==> src/rtl/rvx10_pkg.sv <==
// rvx10_pkg: shared types and constants for the RVX10 hazard controller.
//   mc_state_t     : multi-cycle sequencer states
//   REG_X0         : architectural zero register index
//   MC_LATENCY_MAX : largest supported multi-cycle EX occupancy
`timescale 1ns/1ps
package rvx10_pkg;

  typedef enum logic [1:0] {MC_IDLE, MC_BUSY, MC_DONE} mc_state_t;

  localparam logic [4:0] REG_X0         = 5'd0;
  localparam int         MC_LATENCY_MAX = 16;

endpackage

==> src/rtl/hazard_stall_ctrl_mc_seq.sv <==
// mc_seq: sequencer for multi-cycle EX ops (RVX10 custom ops).
//   clk, reset : core clock, async active-high reset
//   McStartE   : level, high while a multi-cycle op sits in EX
//   busy       : stall phase of the op (IDLE with McStartE, or BUSY)
//   done       : final EX cycle of the op (DONE state)
// The op occupies EX for MC_LATENCY cycles: MC_LATENCY-1 stall cycles
// followed by one DONE cycle in which the result is captured.
`timescale 1ns/1ps
module mc_seq
  import rvx10_pkg::*;
#(
  parameter int MC_LATENCY = 4
) (
  input  logic clk,
  input  logic reset,
  input  logic McStartE,
  output logic busy,
  output logic done
);

  localparam int CW = $clog2(MC_LATENCY);
  // The start cycle and the DONE cycle are not counted, hence L-3 for the
  // BUSY stretch. L==2 skips BUSY entirely, so the load value is unused.
  localparam logic [CW-1:0] CNT_INIT = CW'(MC_LATENCY > 2 ? MC_LATENCY - 3 : 0);

  if (MC_LATENCY < 2 || MC_LATENCY > MC_LATENCY_MAX) begin : g_bad_lat
    $error("mc_seq: MC_LATENCY out of range 2..%0d", MC_LATENCY_MAX);
  end

  mc_state_t       state;
  logic [CW-1:0]   cnt;

  always_ff @(posedge clk or posedge reset) begin
    if (reset) begin
      state <= MC_IDLE;
      cnt   <= '0;
    end else begin
      case (state)
        MC_IDLE: begin
          if (McStartE) begin
            state <= (MC_LATENCY == 2) ? MC_DONE : MC_BUSY;
            cnt   <= CNT_INIT;
          end
        end
        MC_BUSY: begin
          if (cnt == '0) state <= MC_DONE;
          else           cnt   <= cnt - CW'(1);
        end
        // McStartE is still high here (same instruction), so it is ignored.
        MC_DONE: state <= MC_IDLE;
        default: state <= MC_IDLE;
      endcase
    end
  end

  assign busy = ((state == MC_IDLE) && McStartE) || (state == MC_BUSY);
  assign done = (state == MC_DONE);

endmodule

==> src/rtl/hazard_stall_ctrl.sv <==
// hazard_stall_ctrl: producer-side hazard controller for the RVX10 5-stage
// pipeline. Detects load-use hazards and EX redirects, and sequences
// multi-cycle EX ops, driving stall/flush enables for F/D/E/M registers.
//   clk, reset          : core clock, async active-high reset
//   Rs1D, Rs2D          : Decode source registers
//   RdE, ResultSrcE0    : Execute destination, 1 = load in EX
//   PCSrcE              : taken branch/jump resolved in EX
//   McStartE            : multi-cycle op present in EX (level)
//   StallF/D/E          : hold PC, IF/ID, ID/EX
//   FlushD/E/M          : clear IF/ID, ID/EX, EX/MEM
//   McBusy, McDone      : multi-cycle op in progress / final EX cycle
// Optional macro HAZARD_PERF_CNT_EN adds PerfStallCnt / PerfFlushCnt
// (cycles with StallF / FlushD, wrapping 32-bit counters).
`timescale 1ns/1ps
module hazard_stall_ctrl
  import rvx10_pkg::*;
#(
  parameter int MC_LATENCY = 4
) (
  input  logic        clk,
  input  logic        reset,
  input  logic [4:0]  Rs1D,
  input  logic [4:0]  Rs2D,
  input  logic [4:0]  RdE,
  input  logic        ResultSrcE0,
  input  logic        PCSrcE,
  input  logic        McStartE,
  output logic        StallF,
  output logic        StallD,
  output logic        StallE,
  output logic        FlushD,
  output logic        FlushE,
  output logic        FlushM,
  output logic        McBusy,
  output logic        McDone
`ifdef HAZARD_PERF_CNT_EN
  ,
  output logic [31:0] PerfStallCnt,
  output logic [31:0] PerfFlushCnt
`endif
);

  logic mc_stall, mc_done;

  mc_seq #(.MC_LATENCY(MC_LATENCY)) u_mc_seq (
    .clk      (clk),
    .reset    (reset),
    .McStartE (McStartE),
    .busy     (mc_stall),
    .done     (mc_done)
  );

  logic lw_hz, idle_free, redirect, lw_stall;

  assign lw_hz     = ResultSrcE0 && (RdE != REG_X0) && ((RdE == Rs1D) || (RdE == Rs2D));
  // EX holds an ordinary instruction only when no multi-cycle op is present.
  assign idle_free = !mc_stall && !mc_done;
  assign redirect  = PCSrcE && idle_free;
  // Load-use is checked again in DONE; a redirect squashes the stall since
  // the dependent instruction in D is being flushed anyway.
  assign lw_stall  = lw_hz && !mc_stall && !redirect;

  // Outputs are forced low while reset is held, regardless of inputs.
  always_comb begin
    StallF = !reset && (mc_stall || lw_stall);
    StallD = !reset && (mc_stall || lw_stall);
    StallE = !reset && mc_stall;
    FlushD = !reset && redirect;
    FlushE = !reset && (redirect || lw_stall);
    FlushM = !reset && mc_stall;
    McBusy = !reset && (mc_stall || mc_done);
    McDone = !reset && mc_done;
  end

`ifdef HAZARD_PERF_CNT_EN
  always_ff @(posedge clk or posedge reset) begin
    if (reset) begin
      PerfStallCnt <= '0;
      PerfFlushCnt <= '0;
    end else begin
      if (StallF) PerfStallCnt <= PerfStallCnt + 32'd1;
      if (FlushD) PerfFlushCnt <= PerfFlushCnt + 32'd1;
    end
  end
`endif

endmodule

==> config.mk <==
export PLATFORM = sky130hd
export DESIGN_NAME = hazard_stall_ctrl
export DESIGN_NICKNAME = d
export VERILOG_FILES = /design/src/rtl/rvx10_pkg.sv /design/src/rtl/hazard_stall_ctrl_mc_seq.sv /design/src/rtl/hazard_stall_ctrl.sv
export SDC_FILE = /design/constraint.sdc
export NUM_CORES = 1
export LEC_CHECK = 0
export BUFFER_PORTS_ARGS = -buffer_cell sky130_fd_sc_hd__buf_2
export CAP_MARGIN = 15
export CORE_AREA = 3 3 40 42
export CTS_CLUSTER_DIAMETER = 50
export CTS_CLUSTER_SIZE = 14
export DETAILED_ROUTE_END_ITERATION = 12
export DIE_AREA = 0 0 43 45
export PLACE_DENSITY_LB_ADDON = 0.1
export SLEW_MARGIN = 10
export SYNTH_ARGS = -nofsm -noshare
export SYNTH_HDL_FRONTEND = slang
export SYNTH_SLANG_ARGS = --single-unit
==> constraint.sdc <==
create_clock -name clk -period 2.63 [get_ports clk]
set_clock_uncertainty 0.1 [all_clocks]
set_input_delay 0.1315 -clock clk [delete_from_list [all_inputs] [get_ports clk]]
set_output_delay 0.1315 -clock clk [all_outputs]
set_load 0.05 [all_outputs]
==> results of run 1 <==
[kinds of logic (layout without fill, tap and decap cells)]
family,after synthesis,after routing
and+or+nand+nor,19,19
AOI/OAI and AO/OA,10,10
xor gates and xnor gates,10,10
buffers and inverters,5,34
DFF,4,4
adders and majority gates,1,1
[area by class of cell]
| type | count | share of cell area [%] |
|---|---|---|
| inverter | 3 | 1.97 |
| sequential | 4 | 17.5 |
| tap | 15 | 3.28 |
| clock buffer | 3 | 3.94 |
| multi-input combinational | 40 | 47.9 |
| timing repair buffer | 28 | 25.4 |
[worst paths after layout]
path,end,slack (ns)
min,u_mc_seq.cnt[0]$_DFFE_PP0P_,0.23
min reg2reg,u_mc_seq.cnt[1]$_DFFE_PP0P_,0.47
max,StallD,0.91
max reg2reg,u_mc_seq.cnt[1]$_DFFE_PP0P_,1.16
min in group asynchronous,u_mc_seq.state[1]$_DFFE_PP0P_,0.30
max in group asynchronous,u_mc_seq.cnt[0]$_DFFE_PP0P_,1.99
[state kept, by name (all words and copies together) (netlist names)]
signal	count
u_mc_seq.state	2
u_mc_seq.cnt	2
[what timing repair did]
item	in CTS	in global routing
endpoints found under the hold margin	4	0
hold buffers	1	0
gates resized for setup	0	0
[power by group through the flow]
stage                     registers, mW  logic (mW)  clock network (mW)
after floorplan                   0.113       0.272                   0
after global placement            0.118       0.333                   0
after detailed placement          0.118       0.333                   0
after CTS                         0.117       0.336              0.0724
after global routing              0.124       0.360              0.0795
final                             0.117       0.331              0.0692
[worst reg2reg max path: stages, from the launching register on]
cell and delay (ns):
sky130_fd_sc_hd__dfrtp_1 0.34, sky130_fd_sc_hd__inv_1 0.10, sky130_fd_sc_hd__ha_1 0.24, sky130_fd_sc_hd__or4b_1 0.50, sky130_fd_sc_hd__o21ai_0 0.10
[stage by stage]
step / instances / setup slack [ns] / utilization [%] / total power [mW] / hold slack (ns)
3_5_place_dp: 89 / 1.13 / 42.0 / 0.451 / -0.0197
2_1_floorplan: 49 / 0.513 / - / 0.385 / -0.202
4_1_cts: 93 / 0.881 / 44.5 / 0.526 / 0.237
5_1_grt: 93 / 0.765 / 44.5 / 0.564 / 0.262
3_3_place_gp: 89 / 1.15 / 42.0 / 0.452 / -0.0153
6_report: 93 / 0.912 / 44.5 / 0.517 / 0.230
[metal layers]
layer,GRT usage [%],routed length [um],vias to the layer above
li1,-,-,228
met1,12.6,364,164
met2,18.0,415,22
met3,1.99,99,0
met4,5.42,0,0
met5,0,0,-
[cell usage in the layout, fill, tap and decap left out, drive strengths merged, types with 2 or more instances in the layout]
| cell type | count |
|---|---|
| a21oi | 3 |
| nor3 | 5 |
| a22oi | 2 |
| nor2 | 5 |
| o21bai | 2 |
| inv | 3 |
| clkbuf | 3 |
| buf | 27 |
| dfrtp | 4 |
| xor2 | 10 |
| nand2 | 2 |
| nand3 | 2 |
==> metrics, run 1 <==
count of max-cap constraint violations=0; Max Root-Sink Buffers=2; simple-gate share of the synthesized area=26.6%; number of nets still failing antenna checks after routing=0; Most Frequent Cell on Critical Path=sky130_fd_sc_hd__buf_2; signal arrival time at the worst endpoint=1.49 ns; start point of the critical path=reset; f_max=a little under 0.6 GHz; sequential fraction of the synthesis area=25.0%; number of port buffers=27; setup TNS after final layout=0 ns; peak ir drop on the vdd network=0.204 mV; antenna violations before repair=0; net count after synthesis=70; sink count of the clock tree=4; Final Critical Period=1.72 ns; worst min path class=input pin to flip-flop; type of the worst setup path=input pin to primary output; total number of placement rows=13; cell types occupying the most area after synthesis=sky130_fd_sc_hd__dfrtp_1, sky130_fd_sc_hd__xor2_1, sky130_fd_sc_hd__nor3_1; Clock Latency Late Sink=0.22 ns; Layout fillers=approximately 140; most repeated cell in the gate-level netlist after synthesis=sky130_fd_sc_hd__xor2_1; Tightest Pin Transition=roughly 0.28 ns; initial core utilization=31.2%; number of DRC markers after the initial detailed-route iteration=6; net count reported at finish=101; total internal power=0.254 mW; headroom to the max-slew limit=81.6%; CP max stage delay=0.53 ns; setup repair after global routing missed its margin=false; Avg WL per Cell=9.45 um; main flop type after synthesis=sky130_fd_sc_hd__dfrtp_1; ports placed on the boundary=28; top post-synthesis cells by count=sky130_fd_sc_hd__xor2_1, sky130_fd_sc_hd__nor2_1, sky130_fd_sc_hd__nor3_1; post-synthesis xor/xnor area fraction=between 20% and 30%; core area=1280 sq um; share of final-layout standard cells stronger than drive strength 1=42.3%; main combinational cell family by area after synthesis=simple AND/OR/NAND/NOR gates; relative contribution of sequential cells to total power=a little under a quarter; switching pwr=0.264 mW; wire length of the first global-routing pass=1570 um; routed via count divided by cell count=~4.5; setup repair bufs after CTS=0; post-route clock period utilization=65.3%; placed cell area=between 500 and 600 sq um; cell accounting for the most synthesized area=sky130_fd_sc_hd__dfrtp_1; Slowest cell on crit path=sky130_fd_sc_hd__dlygate4sd3_1; Pins Over Slew Limit=0; hold depth=3; Crit Reg-Reg Startpoint=u_mc_seq.cnt[0]$_DFFE_PP0P_; gpl congestion=around 0.68; GRT Resource Usage Total=10.5%; final hold viol count=0; post-synth top area share=25.0%; element type at the critical path end=primary output; synthesized-area fraction occupied by ao, oa, aoi and oai cells=16.9%; number of enable flip-flop cells after synthesis=0; Die X=43 um; kind of launch point of the worst setup path=input pin; worst-path cell chain=dlygate4sd3_1 > buf_2 > nor2b_1 > nand3_1 > o22ai_1 > buf_2; required time of the worst setup path=2.40 ns; cell area power density=905 nW/um^2; Detailed Routing Iterations Pass 1=2; residual DRC count=0; area of the die=roughly 1900 sq um; total setup violations reported at the end of the flow=0; area of combinational cells with multiple inputs=274 sq um; Chip Height=45 um; relative area change from synthesis to final layout=42.8%; fraction of power consumed by combinational cells=between 60 and 70%; synthesized area per cell=8.17 sq um; largest net degree at the start of global routing=9; total number of yosys warnings=0; mux cell area share after synthesis=0%; Final HPWL DP=797 um; stages on the worst setup path=6; library cells used by synthesis=21; fin area=572 sq um; Clock power frac=between 10% and 20%; switching fraction of total power=51.0%; Worst-path clk slew=0.03 ns; Async SR Flop Fraction=100%; Synth Instances=slightly below 50; Vias=414; result of the run=completed; Hold Crit Start=McStartE; CTS tree=done; Critical path buffers and inverters=3; buffer cell driving the clock tree root=sky130_fd_sc_hd__clkbuf_4; Antenna diodes=0; via count of the first global-routing pass=407; TritonCTS Buffers=3; overall overflow remaining after global route=0; crit path max fanout=7; synthesized cell area=roughly 400 sq um; cell family with the largest share of critical-path delay=buffers and inverters; sum of routed wire length over all layers=879 um; Leakage=0.305 nW; Reg2Reg Depth=4; deepest level of the CTS H-tree=1; register bit count reported by yosys=4; area of all sequential standard cells=100 sq um; adder-cell share of the synthesized area=under 10%
Power figures use the tool's default switching activity.
==> run 2, diff against run 1 <==
--- a/config.mk
+++ b/config.mk
@@ -5,6 +5,7 @@
 export SDC_FILE = /design/constraint.sdc
 export NUM_CORES = 1
 export LEC_CHECK = 0
+export ABC_AREA = 1
 export BUFFER_PORTS_ARGS = -buffer_cell sky130_fd_sc_hd__buf_2
 export CAP_MARGIN = 15
 export CORE_AREA = 3 3 40 42
==> constraint.sdc (replaced) <==
create_clock -name clk -period 1.39 [get_ports clk]
set_clock_uncertainty 0.1 [all_clocks]
set_input_delay 0.0695 -clock clk [delete_from_list [all_inputs] [get_ports clk]]
set_output_delay 0.0695 -clock clk [all_outputs]
set_load 0.05 [all_outputs]
==> metrics, run 2 <==
cell family with the largest share of critical-path delay=buffers and inverters; Async SR Flop Fraction=100% (unchanged); total internal power=0.663 mW (+160%); placed cell area=648 sq um (+20%); Vias=577 (+39%); synthesized area per cell=5.70 sq um (-30%); leading cell types in the layout, fill and taps excluded=sky130_fd_sc_hd__nand2_1, sky130_fd_sc_hd__buf_2, sky130_fd_sc_hd__inv_1; Slowest cell on crit path=sky130_fd_sc_hd__dfrtp_1; top post-synthesis cells by count=sky130_fd_sc_hd__nand2_1, sky130_fd_sc_hd__inv_1, sky130_fd_sc_hd__nor2_1; initial core utilization=36.8% (+5.6 points); Final Critical Period=1.51 ns; main flop type after synthesis=sky130_fd_sc_hd__dfrtp_1; cell area power density=1620 nW/um^2 (+78%); CTS tree=done; switching fraction of total power=48.3% (-2.7 points); Worst-path clk slew=0.04 ns (about the same); Detailed Routing Iterations Pass 1=4 (+2); result of the run=finished with violations; ports placed on the boundary=28 (unchanged); largest net degree at the start of global routing=6 (-3); number of nets still failing antenna checks after routing=0 (unchanged); register bit count reported by yosys=4 (unchanged); Antenna diodes=0 (unchanged); GRT Resource Usage Total=12.3% (+1.8 points); total number of yosys warnings=0 (unchanged); antenna violations before repair=0 (unchanged); routed via count divided by cell count=4.34 (-2.5%); CP max stage delay=0.38 ns (-0.15 ns); sum of routed wire length over all layers=1140 um (+30%); net count reported at finish=141 (+40%); Die X=43 um (unchanged); element type at the critical path end=primary output; type of the worst setup path=flip-flop to primary output; synthesized cell area=473 sq um (+18%); crit path max fanout=4 (-3); switching pwr=0.620 mW (+130%); peak ir drop on the vdd network=1.02 mV (+400%); kind of launch point of the worst setup path=flip-flop; count of max-cap constraint violations=0 (unchanged); Synth Instances=83 (+69%); Final HPWL DP=929 um (+17%); total setup violations reported at the end of the flow=6 (+6); library cells used by synthesis=19 (-9.5%); sequential fraction of the synthesis area=21.2% (-3.8 points); area of the die=1940 sq um (unchanged); Clock Latency Late Sink=0.24 ns (+0.02 ns); f_max=roughly 0.66 GHz; biggest regs=u_mc_seq.cnt x2, u_mc_seq.state x2; residual DRC count=0 (unchanged); worst min path class=input pin to flip-flop; overall overflow remaining after global route=0 (unchanged); number of port buffers=27 (unchanged); via count of the first global-routing pass=511 (+26%); Tightest Pin Transition=0.331 ns (+0.0549 ns); setup TNS after final layout=-0.542 ns (-0.542 ns); most common library cell in the layout ignoring fill and taps=sky130_fd_sc_hd__nand2_1; relative area change from synthesis to final layout=68.0%; required time of the worst setup path=1.22 ns (-1.18 ns); core area=1280 sq um (unchanged); worst-path cell chain=inv_2 > o21ai_4 > buf_4 > nor2_4 > inv_1 > nand2_4 > buf_8; number of DRC markers after the initial detailed-route iteration=16 (+10); cell types occupying the most area after synthesis=sky130_fd_sc_hd__dfrtp_1, sky130_fd_sc_hd__nand2_1, sky130_fd_sc_hd__inv_1; relative contribution of sequential cells to total power=15.9% (-6.7 points); buffer cell driving the clock tree root=sky130_fd_sc_hd__clkbuf_4; post-route clock period utilization=109%; cell accounting for the most synthesized area=sky130_fd_sc_hd__dfrtp_1; Pins Over Slew Limit=0 (unchanged); sink count of the clock tree=4 (unchanged); Critical path buffers and inverters=4 (+1); fin area=795 sq um (+39%); signal arrival time at the worst endpoint=1.34 ns (-0.15 ns); number of enable flip-flop cells after synthesis=0 (unchanged); setup repair after global routing missed its margin=true; violated checks=negative setup slack; net count after synthesis=104 (+49%); post-synth top area share=21.2% (-3.8 points); headroom to the max-slew limit=77.7% (-3.8 points); wire length of the first global-routing pass=1840 um (+18%); Max Root-Sink Buffers=2 (unchanged); Leakage=0.474 nW (+55%); gpl congestion=0.700 (+3.6%); TritonCTS Buffers=3 (unchanged); final hold viol count=0 (unchanged); total number of placement rows=13 (unchanged); Clock power frac=11.3% (-2.1 points); deepest level of the CTS H-tree=1 (unchanged); Avg WL per Cell=8.56 um (-9.4%); Chip Height=45 um (unchanged); setup slack after layout=-0.121 ns (-1.03 ns); fraction of power consumed by combinational cells=72.8% (+8.8 points); share of final-layout standard cells stronger than drive strength 1=42.4% (+0.065 points); most repeated cell in the gate-level netlist after synthesis=sky130_fd_sc_hd__nand2_1
-- run 2: cell type report --
| cell class | count | area [sq um] |
|---|---|---|
| Inverter | 21 | 78.8 |
| Sequential cell | 4 | 100 |
| Fill cell | 128 | 490 |
| Tap cell | 15 | 18.8 |
| Multi-Input combinational cell | 56 | 319 |
| Timing Repair Buffer | 34 | 255 |
| Clock buffer | 3 | 22.5 |
-- run 2: power groups by stage --
stage                     clock network (mW)  registers, mW  logic (mW)
final                                  0.145          0.204       0.934
after global routing                   0.162          0.212        1.00
after CTS                              0.152          0.205       0.905
after detailed placement                   0          0.212       0.713
after global placement                     0          0.210       0.707
after floorplan                            0          0.208       0.572
-- run 2: path summary, 6_finish.rpt --
| check | to | startpoint | depth (start not counted) | slack, ns |
|---|---|---|---|---|
| setup / recovery | StallD | u_mc_seq.state[1]$_DFFE_PP0P_ | 7 | -0.12 |
| hold / removal | u_mc_seq.state[0]$_DFFE_PP0P_ | McStartE | 3 | 0.07 |
| setup reg to reg | u_mc_seq.cnt[0]$_DFFE_PP0P_ | u_mc_seq.state[0]$_DFFE_PP0P_ | 6 | 0.11 |
| hold reg to reg | u_mc_seq.cnt[0]$_DFFE_PP0P_ | u_mc_seq.cnt[0]$_DFFE_PP0P_ | 1 | 0.38 |
| max in group asynchronous | u_mc_seq.cnt[1]$_DFFE_PP0P_ | reset | 3 | 0.72 |
| min in group asynchronous | u_mc_seq.state[1]$_DFFE_PP0P_ | reset | 3 | 0.28 |
-- run 2: tightest hold or removal path, stage by stage --
cell                      delay [ns]
sky130_fd_sc_hd__buf_2          0.12
sky130_fd_sc_hd__nand3_1        0.09
sky130_fd_sc_hd__a21oi_2        0.07
-- run 2: kinds of logic after synthesis --
| family | Yosys count | share of synthesized area, % |
|---|---|---|
| simple gates | 46 | 40.2 |
| buf+inv | 23 | 19.8 |
| compound gates | 7 | 12.4 |
| flops | 4 | 21.2 |
| xor+xnor | 2 | 3.70 |
| fa+ha+maj | 1 | 2.65 |
-- run 2: metrics by stage --
step | hold WS, ns | util [%] | setup slack, ns | std cells | power, mW
floorplan | -0.248 | - | -0.129 | 83 | 0.780
global placement | -0.0463 | 50.4 | -0.0131 | 125 | 0.917
detailed placement | -0.0476 | 50.4 | -0.0281 | 125 | 0.926
CTS | 0.0674 | 60.5 | -0.132 | 132 | 1.26
global route | 0.0676 | 61.8 | -0.198 | 133 | 1.38
finish | 0.0701 | 61.8 | -0.121 | 133 | 1.28
-- run 2: timing repair --
action                     4_1_cts  5_1_grt
buffers inserted                 3        1
setup endpoints to repair        8        8
hold buffers                     1        0
pin swaps                        2        1
hold endpoints to repair         4        0
gates resized for setup         21        3
-- run 2: layer usage --
metal  share of wire (%)  track usage, %
met3                 7.8            4.78
met4                   0            1.81
met2                  48            22.8
met5                   0               0
met1                  45            13.8
